File: src/rtl/seq_wide_adder_pkg.sv
// ----------------------------------------------------------------------------
// seq_wide_adder_pkg
//   Shared definitions for the sequential wide adder:
//     CHUNK_W  width of one ripple-carry slice pass (4 bits)
//     state_e  control FSM encoding (IDLE / RUN / DONE, 2 bits)
// ----------------------------------------------------------------------------
package seq_wide_adder_pkg;

    localparam int CHUNK_W = 4;

    typedef enum logic [1:0] {
        ST_IDLE = 2'd0,
        ST_RUN  = 2'd1,
        ST_DONE = 2'd2
    } state_e;

endpackage : seq_wide_adder_pkg

File: src/rtl/seq_wide_adder_rca.sv
// ----------------------------------------------------------------------------
// seq_wide_adder_rca
//   Purely combinational CHUNK_W-bit ripple-carry adder slice.
//   Ports:
//     a, b   in   CHUNK_W  operand chunks
//     cin    in   1        carry into bit 0
//     sum    out  CHUNK_W  a + b + cin (low CHUNK_W bits)
//     carry  out  1        carry out of the top bit
// ----------------------------------------------------------------------------
module seq_wide_adder_rca
    import seq_wide_adder_pkg::*;
(
    input  logic [CHUNK_W-1:0] a,
    input  logic [CHUNK_W-1:0] b,
    input  logic               cin,
    output logic [CHUNK_W-1:0] sum,
    output logic               carry
);

    // c[i] is the carry into bit i; c[CHUNK_W] leaves the slice.
    logic [CHUNK_W:0] c;

    assign c[0] = cin;

    generate
        for (genvar gi = 0; gi < CHUNK_W; gi++) begin : g_bit
            assign sum[gi]  = a[gi] ^ b[gi] ^ c[gi];
            assign c[gi+1]  = (a[gi] & b[gi]) | (c[gi] & (a[gi] ^ b[gi]));
        end
    endgenerate

    assign carry = c[CHUNK_W];

endmodule : seq_wide_adder_rca

File: src/rtl/seq_wide_adder.sv
// ----------------------------------------------------------------------------
// seq_wide_adder
//   Multi-cycle WIDTH-bit adder. Operands are captured on an in_valid/in_ready
//   handshake, then one CHUNK_W-bit chunk per cycle (LSB first) is pushed
//   through a single ripple-carry slice, with the slice carry held in a
//   register between passes. The result is offered on out_valid/out_ready.
//   Ports:
//     clk        in   1      rising-edge clock
//     rst        in   1      synchronous active-high reset
//     in_valid   in   1      operands valid
//     in_ready   out  1      operands can be accepted (IDLE only)
//     a, b       in   WIDTH  operands
//     cin        in   1      carry into chunk 0
//     out_valid  out  1      sum/cout valid (DONE)
//     out_ready  in   1      consumer takes the result
//     sum        out  WIDTH  a + b + cin mod 2^WIDTH
//     cout       out  1      carry out of the MSB chunk
//     busy       out  1      operation in flight or result pending
// ----------------------------------------------------------------------------
module seq_wide_adder
    import seq_wide_adder_pkg::*;
#(
    parameter int WIDTH = 16
) (
    input  logic             clk,
    input  logic             rst,
    input  logic             in_valid,
    output logic             in_ready,
    input  logic [WIDTH-1:0] a,
    input  logic [WIDTH-1:0] b,
    input  logic             cin,
    output logic             out_valid,
    input  logic             out_ready,
    output logic [WIDTH-1:0] sum,
    output logic             cout,
    output logic             busy
);

    localparam int NCHUNK = WIDTH / CHUNK_W;
    localparam int IDX_W  = (NCHUNK > 1) ? $clog2(NCHUNK) : 1;
    localparam logic [IDX_W-1:0] LAST_IDX = IDX_W'(NCHUNK - 1);

    generate
        if ((WIDTH % CHUNK_W) != 0 || WIDTH < CHUNK_W) begin : g_width_check
            $error("seq_wide_adder: WIDTH (%0d) must be a positive multiple of %0d",
                   WIDTH, CHUNK_W);
        end
    endgenerate

    // ------------------------------------------------------------------
    // State and datapath registers
    // ------------------------------------------------------------------
    state_e             state_q, state_d;
    logic [WIDTH-1:0]   a_q, b_q;
    logic [WIDTH-1:0]   sum_q, sum_d;
    logic               carry_q;
    logic               cout_q;
    logic [IDX_W-1:0]   idx_q;

    // Operand chunks as arrays so the slice mux is a plain index by idx_q.
    logic [CHUNK_W-1:0] a_chunk [NCHUNK];
    logic [CHUNK_W-1:0] b_chunk [NCHUNK];

    generate
        for (genvar gi = 0; gi < NCHUNK; gi++) begin : g_chunk
            assign a_chunk[gi] = a_q[gi*CHUNK_W +: CHUNK_W];
            assign b_chunk[gi] = b_q[gi*CHUNK_W +: CHUNK_W];
        end
    endgenerate

    logic [CHUNK_W-1:0] slice_a, slice_b, slice_sum;
    logic               slice_carry;

    assign slice_a = a_chunk[idx_q];
    assign slice_b = b_chunk[idx_q];

    seq_wide_adder_rca u_rca (
        .a     (slice_a),
        .b     (slice_b),
        .cin   (carry_q),
        .sum   (slice_sum),
        .carry (slice_carry)
    );

    // ------------------------------------------------------------------
    // FSM: state register
    // ------------------------------------------------------------------
    always_ff @(posedge clk) begin
        if (rst) begin
            state_q <= ST_IDLE;
        end else begin
            state_q <= state_d;
        end
    end

    // ------------------------------------------------------------------
    // FSM: next-state logic
    // ------------------------------------------------------------------
    always_comb begin
        state_d = state_q;
        unique case (state_q)
            ST_IDLE: if (in_valid)           state_d = ST_RUN;
            ST_RUN:  if (idx_q == LAST_IDX)  state_d = ST_DONE;
            ST_DONE: if (out_ready)          state_d = ST_IDLE;
            default:                         state_d = ST_IDLE;
        endcase
    end

    // ------------------------------------------------------------------
    // FSM: outputs
    // ------------------------------------------------------------------
    always_comb begin
        in_ready  = 1'b0;
        out_valid = 1'b0;
        busy      = 1'b0;
        unique case (state_q)
            ST_IDLE: in_ready  = 1'b1;
            ST_RUN:  busy      = 1'b1;
            ST_DONE: begin
                out_valid = 1'b1;
                busy      = 1'b1;
            end
            default: in_ready  = 1'b0;
        endcase
    end

    // Merge the current slice result into the chunk selected by idx_q.
    always_comb begin
        sum_d = sum_q;
        for (int i = 0; i < NCHUNK; i++) begin
            if (idx_q == IDX_W'(i)) begin
                sum_d[i*CHUNK_W +: CHUNK_W] = slice_sum;
            end
        end
    end

    // ------------------------------------------------------------------
    // Datapath registers
    // ------------------------------------------------------------------
    always_ff @(posedge clk) begin
        if (rst) begin
            a_q     <= '0;
            b_q     <= '0;
            sum_q   <= '0;
            carry_q <= 1'b0;
            cout_q  <= 1'b0;
            idx_q   <= '0;
        end else begin
            unique case (state_q)
                ST_IDLE: begin
                    if (in_valid) begin
                        a_q     <= a;
                        b_q     <= b;
                        carry_q <= cin;
                        idx_q   <= '0;
                        // Cleared so unwritten chunks read 0 while running.
                        sum_q   <= '0;
                        cout_q  <= 1'b0;
                    end
                end
                ST_RUN: begin
                    sum_q   <= sum_d;
                    carry_q <= slice_carry;
                    if (idx_q == LAST_IDX) begin
                        cout_q <= slice_carry;
                    end else begin
                        idx_q  <= idx_q + 1'b1;
                    end
                end
                default: begin
                    // DONE: result held until the consumer takes it.
                end
            endcase
        end
    end

    assign sum  = sum_q;
    assign cout = cout_q;

endmodule : seq_wide_adder
File: config.mk
export PLATFORM = sky130hd
export DESIGN_NAME = seq_wide_adder
export DESIGN_NICKNAME = d
export VERILOG_FILES = /design/src/rtl/seq_wide_adder_pkg.sv /design/src/rtl/seq_wide_adder_rca.sv /design/src/rtl/seq_wide_adder.sv
export SDC_FILE = /design/constraint.sdc
export NUM_CORES = 1
export LEC_CHECK = 0
export CORE_MARGIN = 1.5
export CORE_UTILIZATION = 45
export DETAILED_ROUTE_END_ITERATION = 10
export PLACE_DENSITY = 0.76
export SYNTH_ARGS = -nofsm -noshare
export SYNTH_HDL_FRONTEND = slang
export SYNTH_SLANG_ARGS = --single-unit
File: constraint.sdc
create_clock -name clk -period 2.9 [get_ports clk]
set_input_delay 0.435 -clock clk [delete_from_list [all_inputs] [get_ports clk]]
set_output_delay 0.435 -clock clk [all_outputs]
set_load 0.05 [all_outputs]
==> impl_metrics.py, run 1 <==
metrics = {
    "min_path": {
        "min-delay-start": "b_q[10]",
        "holdPathEnd": "b_q[10]",
        "min_path_type": "reg2reg",
        "timing.hold.worst_path_depth": 2,
    },
    "global_routing": {
        "overflow": 0,
        "global_route_wire_length_before_repair_um": 8660,
        "grt_antenna_before_repair": 0,
        "first_global_vias": 1909,
        "groute.usage.overall_pct": 18.1,
        "maximum_number_of_pins_on_one_net_before_global_route_repair": 55,
    },
    "detailed_routing": {
        "finalWirelength_um": 5020,
        "route.antenna.remaining_nets": 0,
        "avgRoutedWirePerCell_um": 12.6,
        "vias_per_cell": 4.86,
        "detailroute.via_count": 1929,
        "drt_pre_antenna_iters": 4,
        "detailedRoute.firstIterationViolations": 86,
        "drt_drc_violations_left": 0,
    },
    "logic_synthesis": {
        "ys_top_cells_by_count": "nand2_1 (67), dfxtp_1 (54), a21oi_1 (34), nor2_1 (21), mux2i_1 (19)",
        "yosys.area.top_type": "dfxtp_1",
        "yosys_register_bits": 54,
        "synth_area_per_cell_um2": 9.03,
        "synth_area_um2": 2470,
        "synth_most_common_cell": "nand2_1",
        "synth-edff-count": 0,
        "synth_top_area_share_pct": 43.7,
        "postSynthNetCount": 322,
        "synth_top_flop_cell": "dfxtp_1",
        "synthTopCellsByArea": "dfxtp_1 (44%), nand2_1 (10%), mux2i_1 (7.7%)",
        "synth-seq-area-share_pct": 43.7,
        "synth_cell_type_count": 28,
        "yosysWarnings": 0,
        "instance_count_of_the_mapped_netlist": 274,
        "postSynth.asyncResetShare_pct": 0,
    },
    "timing": {
        "max_slew_margin_pct": 36.8,
        "setup_tns_ns": 0,
        "fin_skew_ns": 0.00500,
        "slew_violations": 0,
        "fmax_ghz": 0.363,
        "period_share_pct": 95.0,
        "report.final.hold_viol_count": 0,
        "finalCriticalPeriod_ns": 2.75,
        "finalSetupViolCount": 0,
        "rsz0062_at_grt": "false",
        "tightestPinTransition_ns": 0.948,
    },
    "worst_setup_path": {
        "path_cells": "mux4_2 -> inv_1 -> fa_1 -> inv_1 -> fa_1 -> inv_1 -> fa_1 -> fa_1 -> nor2b_4 -> mux2i_1 -> nor2_1",
        "setup.worst_path.start_class": "register",
        "r2r.worst_path.cells": 11,
        "critical-path-top-cell-by-count": "fa_1",
        "required_time_at_the_worst_slack_endpoint_ns": 3.06,
        "endpoint_kind": "register",
        "cp_data_arrival_time_ns": 2.91,
        "critical_path_class": "reg2reg",
        "critical_path.max_stage_delay_ns": 0.55,
        "worst-r2r-setup-slack_ns": 0.15,
        "worst_flop_to_flop_path_startpoint": "idx_q[0]",
        "path_max_fanout": 4,
        "slowest_stage": "fa_1",
        "reg2reg_to": "sum[11]",
    },
    "layout": {
        "finish.net_count": 374,
        "layout-area-overhead-vs-synth_pct": 29.5,
        "fraction_of_final_layout_cells_with_drive_strength_greater_than_1_pct": 9.79,
        "final_core_util_pct": 61.5,
        "num_antenna_cells": 0,
    },
    "power_and_ir_drop": {
        "total_leakage_power_nw": 1.20,
        "power-per-cell-area_nw_per_um2": 546,
        "ir_drop_mv": 0.291,
    },
    "cts": {
        "cts_max_level": 2,
        "cts_root_buffer": "clkbuf_8",
        "cts.path.max_buffers": 2,
        "clock-sinks": 54,
        "numCtsBuffers": 5,
        "cts.clk_slew.worst_paths_ns": 0.10,
        "post_cts_buffers": 0,
        "tritoncts": "built",
        "clk_latency_ns": 0.31,
    },
    "floorplanning": {
        "core_area_um2": 5200,
        "die_area_um2": 5950,
        "floorplan.die.width_um": 77.1,
        "chipHeight_um": 77.1,
        "initial_core_util_pct": 47.5,
        "placement_rows": 26,
        "ports_placed_on_the_boundary": 57,
    },
    "status": {
        "outcome": "finished clean",
    },
    "place": {
        "port_buffers": 56,
        "gp_congestion": 0.788,
        "post-dp-hpwl_um": 3630,
    },
    "flow_run": {
        "cap_violations": 0,
    },
}
==> critical path, delay by kind of cell, from the launching register on <==
family	cells	cell delay [ns]
adders and majority gates	4	1.46
DFF	1	0.36
muxes	2	0.48
buffers and inverters	3	0.18
and+or+nand+nor	2	0.12
==> worst max path at each step <==
| stage | startpoint | to | depth (start not counted) |
|---|---|---|---|
| after floorplan | idx_q[0] | sum[11] | 12 |
| after detailed placement | idx_q[0] | sum[11] | 11 |
| final | idx_q[0] | sum[11] | 11 |
| after global routing | idx_q[0] | sum[11] | 11 |
| after CTS | idx_q[0] | sum[11] | 11 |
| after global placement | idx_q[0] | sum[15] | 11 |
==> layout make-up <==
type / instances / area [um2]
Fill cell: 471 / 2000
Multi-Input combinational cell: 187 / 1270
Sequential cell: 54 / 1080
Timing Repair Buffer: 62 / 601
Tap cell: 70 / 87.6
Clock buffer: 6 / 82.6
Inverter: 16 / 60.1
Clock inverter: 2 / 16.3
==> cell families after synthesis <==
logic type	synth area share, %
compound gates	10.4
fa+ha+maj	6.78
buf+inv	5.36
flops	43.7
mux	15.9
simple gates	17.9
==> power breakdown <==
part / total [mW] / switching [mW] / internal (mW) / leakage (nW)
registers: 0.828 / 0.0322 / 0.796 / 0.442
logic: 0.476 / 0.267 / 0.209 / 0.712
clock network: 0.444 / 0.247 / 0.197 / 0.0478
total: 1.75 / 0.546 / 1.20 / 1.20
==> flip-flops by register name (all words and copies together) (netlist names) <==
name     cells
b_q         16
sum         16
state_q      2
cout         1
carry_q      1
a_q         16
idx_q        2
==> layout by cell type (no fill, tap or decap), types with 4 or more instances in the layout <==
| master | netlist | routed |
|---|---|---|
| nand2_1 | 67 | 67 |
| clkdlybuf4s50_1 | 0 | 55 |
| dfxtp_1 | 54 | 53 |
| a21oi_1 | 34 | 34 |
| nor2_1 | 21 | 21 |
| mux2i_1 | 19 | 19 |
| inv_1 | 16 | 16 |
| mux4_2 | 8 | 8 |
| ha_1 | 7 | 7 |
| nor2b_1 | 7 | 6 |
| clkbuf_8 | 0 | 6 |
| buf_4 | 1 | 6 |
| nor3_1 | 4 | 4 |
| fa_1 | 4 | 4 |
==> timing repair <==
| item | 4_1_cts | 5_1_grt |
|---|---|---|
| hold buffers | 0 | 0 |
| gates resized for setup | 0 | 5 |
| endpoints found under the setup margin | 0 | 5 |
==> stage by stage <==
stage | instances | hold WS [ns] | cell area [um2] | worst slack (ns) | total power, mW
3_3_place_gp | 389 | 0.441 | 3090 | 0.202 | 1.30
3_5_place_dp | 389 | 0.447 | 3090 | 0.0324 | 1.31
2_1_floorplan | 274 | 0.433 | 2470 | 0.00706 | 1.17
5_1_grt | 397 | 0.476 | 3200 | 0.0183 | 1.84
4_1_cts | 397 | 0.461 | 3190 | 0.00566 | 1.75
6_report | 397 | 0.461 | 3200 | 0.146 | 1.75
==> metal layers <==
| metal | vias up | wire length [um] | track usage [%] |
|---|---|---|---|
| met4 | 0 | 85 | 6.55 |
| met1 | 875 | 2250 | 22.3 |
| met3 | 9 | 184 | 3.21 |
| li1 | 993 | - | - |
| met5 | - | 0 | 0 |
| met2 | 52 | 2510 | 31.6 |
Power figures use the tool's default switching activity.
==> run 2, diff against run 1 <==
--- a/config.mk
+++ b/config.mk
@@ -10,4 +10,5 @@
 export DETAILED_ROUTE_END_ITERATION = 10
 export PLACE_DENSITY = 0.76
+export SLEW_MARGIN = 20
 export SYNTH_ARGS = -nofsm -noshare
 export SYNTH_HDL_FRONTEND = slang
==> constraint.sdc (replaced) <==
create_clock -name clk -period 2.9 [get_ports clk]
set_input_delay 0.87 -clock clk [delete_from_list [all_inputs] [get_ports clk]]
set_output_delay 0.87 -clock clk [all_outputs]
set_load 0.05 [all_outputs]
==> run 2 against run 1 <==
Net effect: total power fell by 1.6%; final cell count rose by 0.25%; flip-flop and latch count did not move; largest cell class unchanged.
==> impl_metrics.py, run 2 (synthesis results as in run 1) <==
metrics = {
    "status": {
        "outcome": "finished clean",
    },
    "detailed_routing": {
        "top_layer": "met4",
        "avgRoutedWirePerCell_um": 12.2,
        "drt_pre_antenna_iters": 4,
        "met3RoutedLength_um": 226,
        "detailroute.via_count": 1935,
        "vias_per_cell": 4.86,
        "route.antenna.remaining_nets": 0,
        "detailedRoute.firstIterationViolations": 44,
        "route.met2.wl_um": 2430,
        "finalWirelength_um": 4860,
        "m1WireLength_um": 2120,
        "drt_drc_violations_left": 0,
    },
    "worst_setup_path": {
        "critical_path.max_stage_delay_ns": 0.41,
        "endpoint_kind": "register",
        "required_time_at_the_worst_slack_endpoint_ns": 3.11,
        "path_cells": "mux4_2 -> inv_1 -> fa_1 -> inv_1 -> fa_1 -> inv_1 -> fa_1 -> fa_1 -> nand2_1 -> nor2_1 -> a2111oi_2",
        "slowest_stage": "fa_1",
        "critical-path-top-cell-by-count": "fa_1",
        "path_max_fanout": 4,
        "setup.worst_path.start_class": "register",
        "cp_data_arrival_time_ns": 2.89,
        "critical_path_class": "reg2reg",
    },
    "cts": {
        "cts_root_buffer": "clkbuf_8",
        "numCtsBuffers": 5,
        "clk_latency_ns": 0.31,
        "cts_max_level": 2,
        "clock-sinks": 54,
        "cts_repair_resize_count": 0,
        "cts.path.max_buffers": 2,
        "holdBufCountCts": 0,
        "tritoncts": "built",
        "post_cts_buffers": 0,
        "cts.clk_slew.worst_paths_ns": 0.09,
    },
    "timing": {
        "period_share_pct": 92.4,
        "max_slew_margin_pct": 49.4,
        "rsz0062_at_grt": "false",
        "post-route-worst-setup-slack_ns": 0.221,
        "fin_skew_ns": 0.00591,
        "fmax_ghz": 0.373,
        "finalCriticalPeriod_ns": 2.68,
        "setup_tns_ns": 0,
        "slew_violations": 0,
        "tightestPinTransition_ns": 0.760,
        "finalSetupViolCount": 0,
        "report.final.hold_viol_count": 0,
    },
    "global_routing": {
        "overflow": 0,
        "global_route_wire_length_before_repair_um": 8420,
        "maximum_number_of_pins_on_one_net_before_global_route_repair": 34,
        "groute.usage.overall_pct": 17.8,
        "first_global_vias": 1916,
        "grt_antenna_before_repair": 0,
    },
    "floorplanning": {
        "chipHeight_um": 77.1,
        "floorplan.die.width_um": 77.1,
        "initial_core_util_pct": 47.5,
        "core_area_um2": 5200,
        "ports_placed_on_the_boundary": 57,
        "placement_rows": 26,
        "die_area_um2": 5950,
    },
    "power_and_ir_drop": {
        "total_leakage_power_nw": 1.21,
        "total_power_mw": 1.72,
        "ir_drop_mv": 0.311,
        "power-per-cell-area_nw_per_um2": 538,
    },
    "layout": {
        "finish.net_count": 375,
        "layout_commonest_cell": "nand2_1",
        "layout-area-overhead-vs-synth_pct": 29.4,
        "num_antenna_cells": 0,
        "layout.filler_cells": 471,
        "final_cell_mix": "nand2_1 (67), clkdlybuf4s50_1 (54), dfxtp_1 (53)",
        "final_area_um2": 3200,
        "fraction_of_final_layout_cells_with_drive_strength_greater_than_1_pct": 9.76,
    },
    "flow_run": {
        "cap_violations": 0,
    },
    "min_path": {
        "min_path_type": "reg2reg",
    },
    "place": {
        "preCtsSetupSlack_ns": 0.103,
        "gp_congestion": 0.795,
        "post-dp-hpwl_um": 3580,
        "port_buffers": 56,
        "detailed_place.area_um2": 3100,
    },
}
run 2: cell types whose count changed in the layout (fill, tap and decap cells not counted), sizes merged:
cell	change
buf	+1
clkinv	+1
clkbuf	+1
inv	-1
dlymetal6s2s	+1
clkdlybuf4s50	-1
clkinvlp	-1
run 2: cell type report:
class                           count  area, um2  share of cell area (%)
Timing Repair Buffer               63        611                    19.1
Sequential cell                    54       1080                    33.8
Tap cell                           70       87.6                    2.74
Multi-Input combinational cell    187       1270                    39.6
Inverter                           16       60.1                    1.88
Clock inverter                      1       5.00                   0.156
Clock buffer                        7       86.3                    2.70
run 2: path summary, 6_finish.rpt:
check	startpoint	to	slack [ns]	depth (start not counted)
hold reg to reg	b_q[11]	b_q[11]	0.45	2
setup / recovery	idx_q[0]	carry_q	0.22	11
setup reg to reg	idx_q[0]	carry_q	0.22	11
hold / removal	b_q[11]	b_q[11]	0.45	2
run 2: worst max-delay path, delay by kind of cell, from the launching register on:
family	cells	cell delay (ns)
muxes	1	0.32
and+or+nand+nor	2	0.14
DFF	1	0.35
adders and majority gates	4	1.33
AOI/OAI and AO/OA	1	0.27
buffers and inverters	3	0.18
run 2: routing by layer:
layer,vias to the layer above,GRT usage [%]
li1,998,-
met1,876,21.1
met2,51,31.6
met3,10,3.57
met4,0,6.91
met5,-,0
run 2: power breakdown:
group          switching [mW]  total, mW  internal [mW]
Clock                   0.230      0.423          0.193
Combinational           0.263      0.470          0.207
Sequential             0.0317      0.827          0.795
run 2: through the flow:
stage	hold slack [ns]	utilization, %	std cells
5_1_grt	0.474	61.5	398
3_3_place_gp	0.441	59.5	390
6_report	0.455	61.5	398
2_1_floorplan	0.433	-	274
3_5_place_dp	0.444	59.5	390
4_1_cts	0.456	61.3	398
==> run 3, diff against run 2 <==
CAP_MARGIN = 15   (was default)
==> results of run 3 <==
Same layout as run 2: the final DEF is identical, and so are final timing and power.
==> variant (settings of run 1) <==
Change the package constant `CHUNK_W` from 4 to 2. Comments in the files are not updated.
--- a/src/rtl/seq_wide_adder_pkg.sv
+++ b/src/rtl/seq_wide_adder_pkg.sv
@@ -8,3 +8,3 @@
 
-    localparam int CHUNK_W = 4;
+    localparam int CHUNK_W = 2;
 
Formal check against the unedited RTL: not equivalent (a bounded check fails within 4 cycles, from zero or initial values and one cycle with rst high).
==> variant against run 1 <==
Total power is 2.3% lower. Cell count rose by 7.3%. Setup slack improved by 0.098 ns. Routed wire length increased by 9.0%. Cell area rose by 4.2%. Area after synthesis up 9.4%. Clock power decreased by 7.0%. Critical path type unchanged. Sequential cell count grew 1. Critical path depth fell by 2.
==> variant: results (changes against run 1) <==
power_frac_seq_pct: 49.1  # was 47.4%
rrSetupSlack_ns: 0.24  # was 0.15 ns
dr.first_iter.drc_count: 112  # was 86
min_to: "b_q[8]"  # was b_q[10]
final_nets: 398  # was 374
netlist_top_cells_count: "nand2_1 (82), dfxtp_1 (55), a21oi_1 (36)"  # was nand2_1 (67), dfxtp_1 (54), a21oi_1 (34)
synthTopCellsByArea: "dfxtp_1 (41%), nand2_1 (11%), a21oi_1 (6.7%)"  # was dfxtp_1 (44%), nand2_1 (10%), mux2i_1 (7.7%)
reg2reg_to: "sum[7]"  # was sum[11]
cp_max_fo: 7  # was 4
post-dp-hpwl_mm: 3.970  # was 3.631 mm
viasPerCell: 5.141  # was 4.859
fillers: 518  # was 471
status: "finished, final reports clean"  # unchanged
via_count: 2190  # was 1,929
arrival_ns: 2.90  # was 2.91 ns
globalRouteMet2Util_pct: 31.34  # was 31.58%
dp_cells: 418  # was 389
critPathMaxStageDelay_ns: 0.57  # was 0.55 ns
grt_pass1_vias: 2116  # was 1,909
syn-instance-count: 302  # was 274
hold_ws_ns: 0.4569  # was 0.4605 ns
cpMaxStageDelayCell: "mux4_1"  # was fa_1
wl_per_cell_microns: 12.85  # was 12.65 microns
layout-drive-gt1-share_pct: 9.117  # was 9.786%
pre_cts_ws_ns: 0.03827  # was 0.03245 ns
min-delay-start: "b_q[8]"  # was b_q[10]
area_growth_pct: 23.35  # was 29.49%
cts_made_buffers: 5  # unchanged
period_minus_slack_ns: 2.657  # was 2.754 ns
synth_nets: 350  # was 322
worst_pin_slew_ns: 0.9494  # was 0.9480 ns
p_leak_nw: 1.252  # was 1.201 nW
power_density_nw_per_um2: 511.6  # was 545.6 nW/um^2
vdd_drop_max_mv: 0.2239  # was 0.2915 mV
internal_power_mw: 1.179  # was 1.202 mW
grt_max_degree: 56  # was 55
comb_power_mw: 0.457  # was 0.476 mW
ff2ff_path_depth: 9  # was 11
grt_use_met1_pct: 24.61  # was 22.33%
==> variant: area by class of cell <==
type / count / share of cell area (%)
Tap cell: 75 / 2.811
Sequential cell: 55 / 33.02
Clock inverter: 2 / 0.3748
Clock buffer: 6 / 2.174
Inverter: 9 / 1.012
Multi-Input combinational cell: 214 / 41.94
Timing Repair Buffer: 65 / 18.67
==> variant: timing repair <==
item	in CTS	in global routing
hold buffers	0	0
endpoints found under the setup margin	0	7
endpoints found under the hold margin	0	0
gates resized for setup	0	2
==> variant: logic make-up after synthesis <==
family	Yosys count	share of synthesized area, %
DFF	55	40.68
buffers and inverters	33	7.628
muxes	24	13.13
adders and majority gates	11	5.640
and+or+nand+nor	124	20.11
AOI/OAI and AO/OA	55	12.81
==> variant: routing by layer <==
metal	part of all wire (%)	wire (microns)	vias to the layer above
met4	1.8	96	0
met5	0	0	-
li1	-	-	1112
met1	46	2517	1022
met3	3.8	206	9
met2	48	2652	47
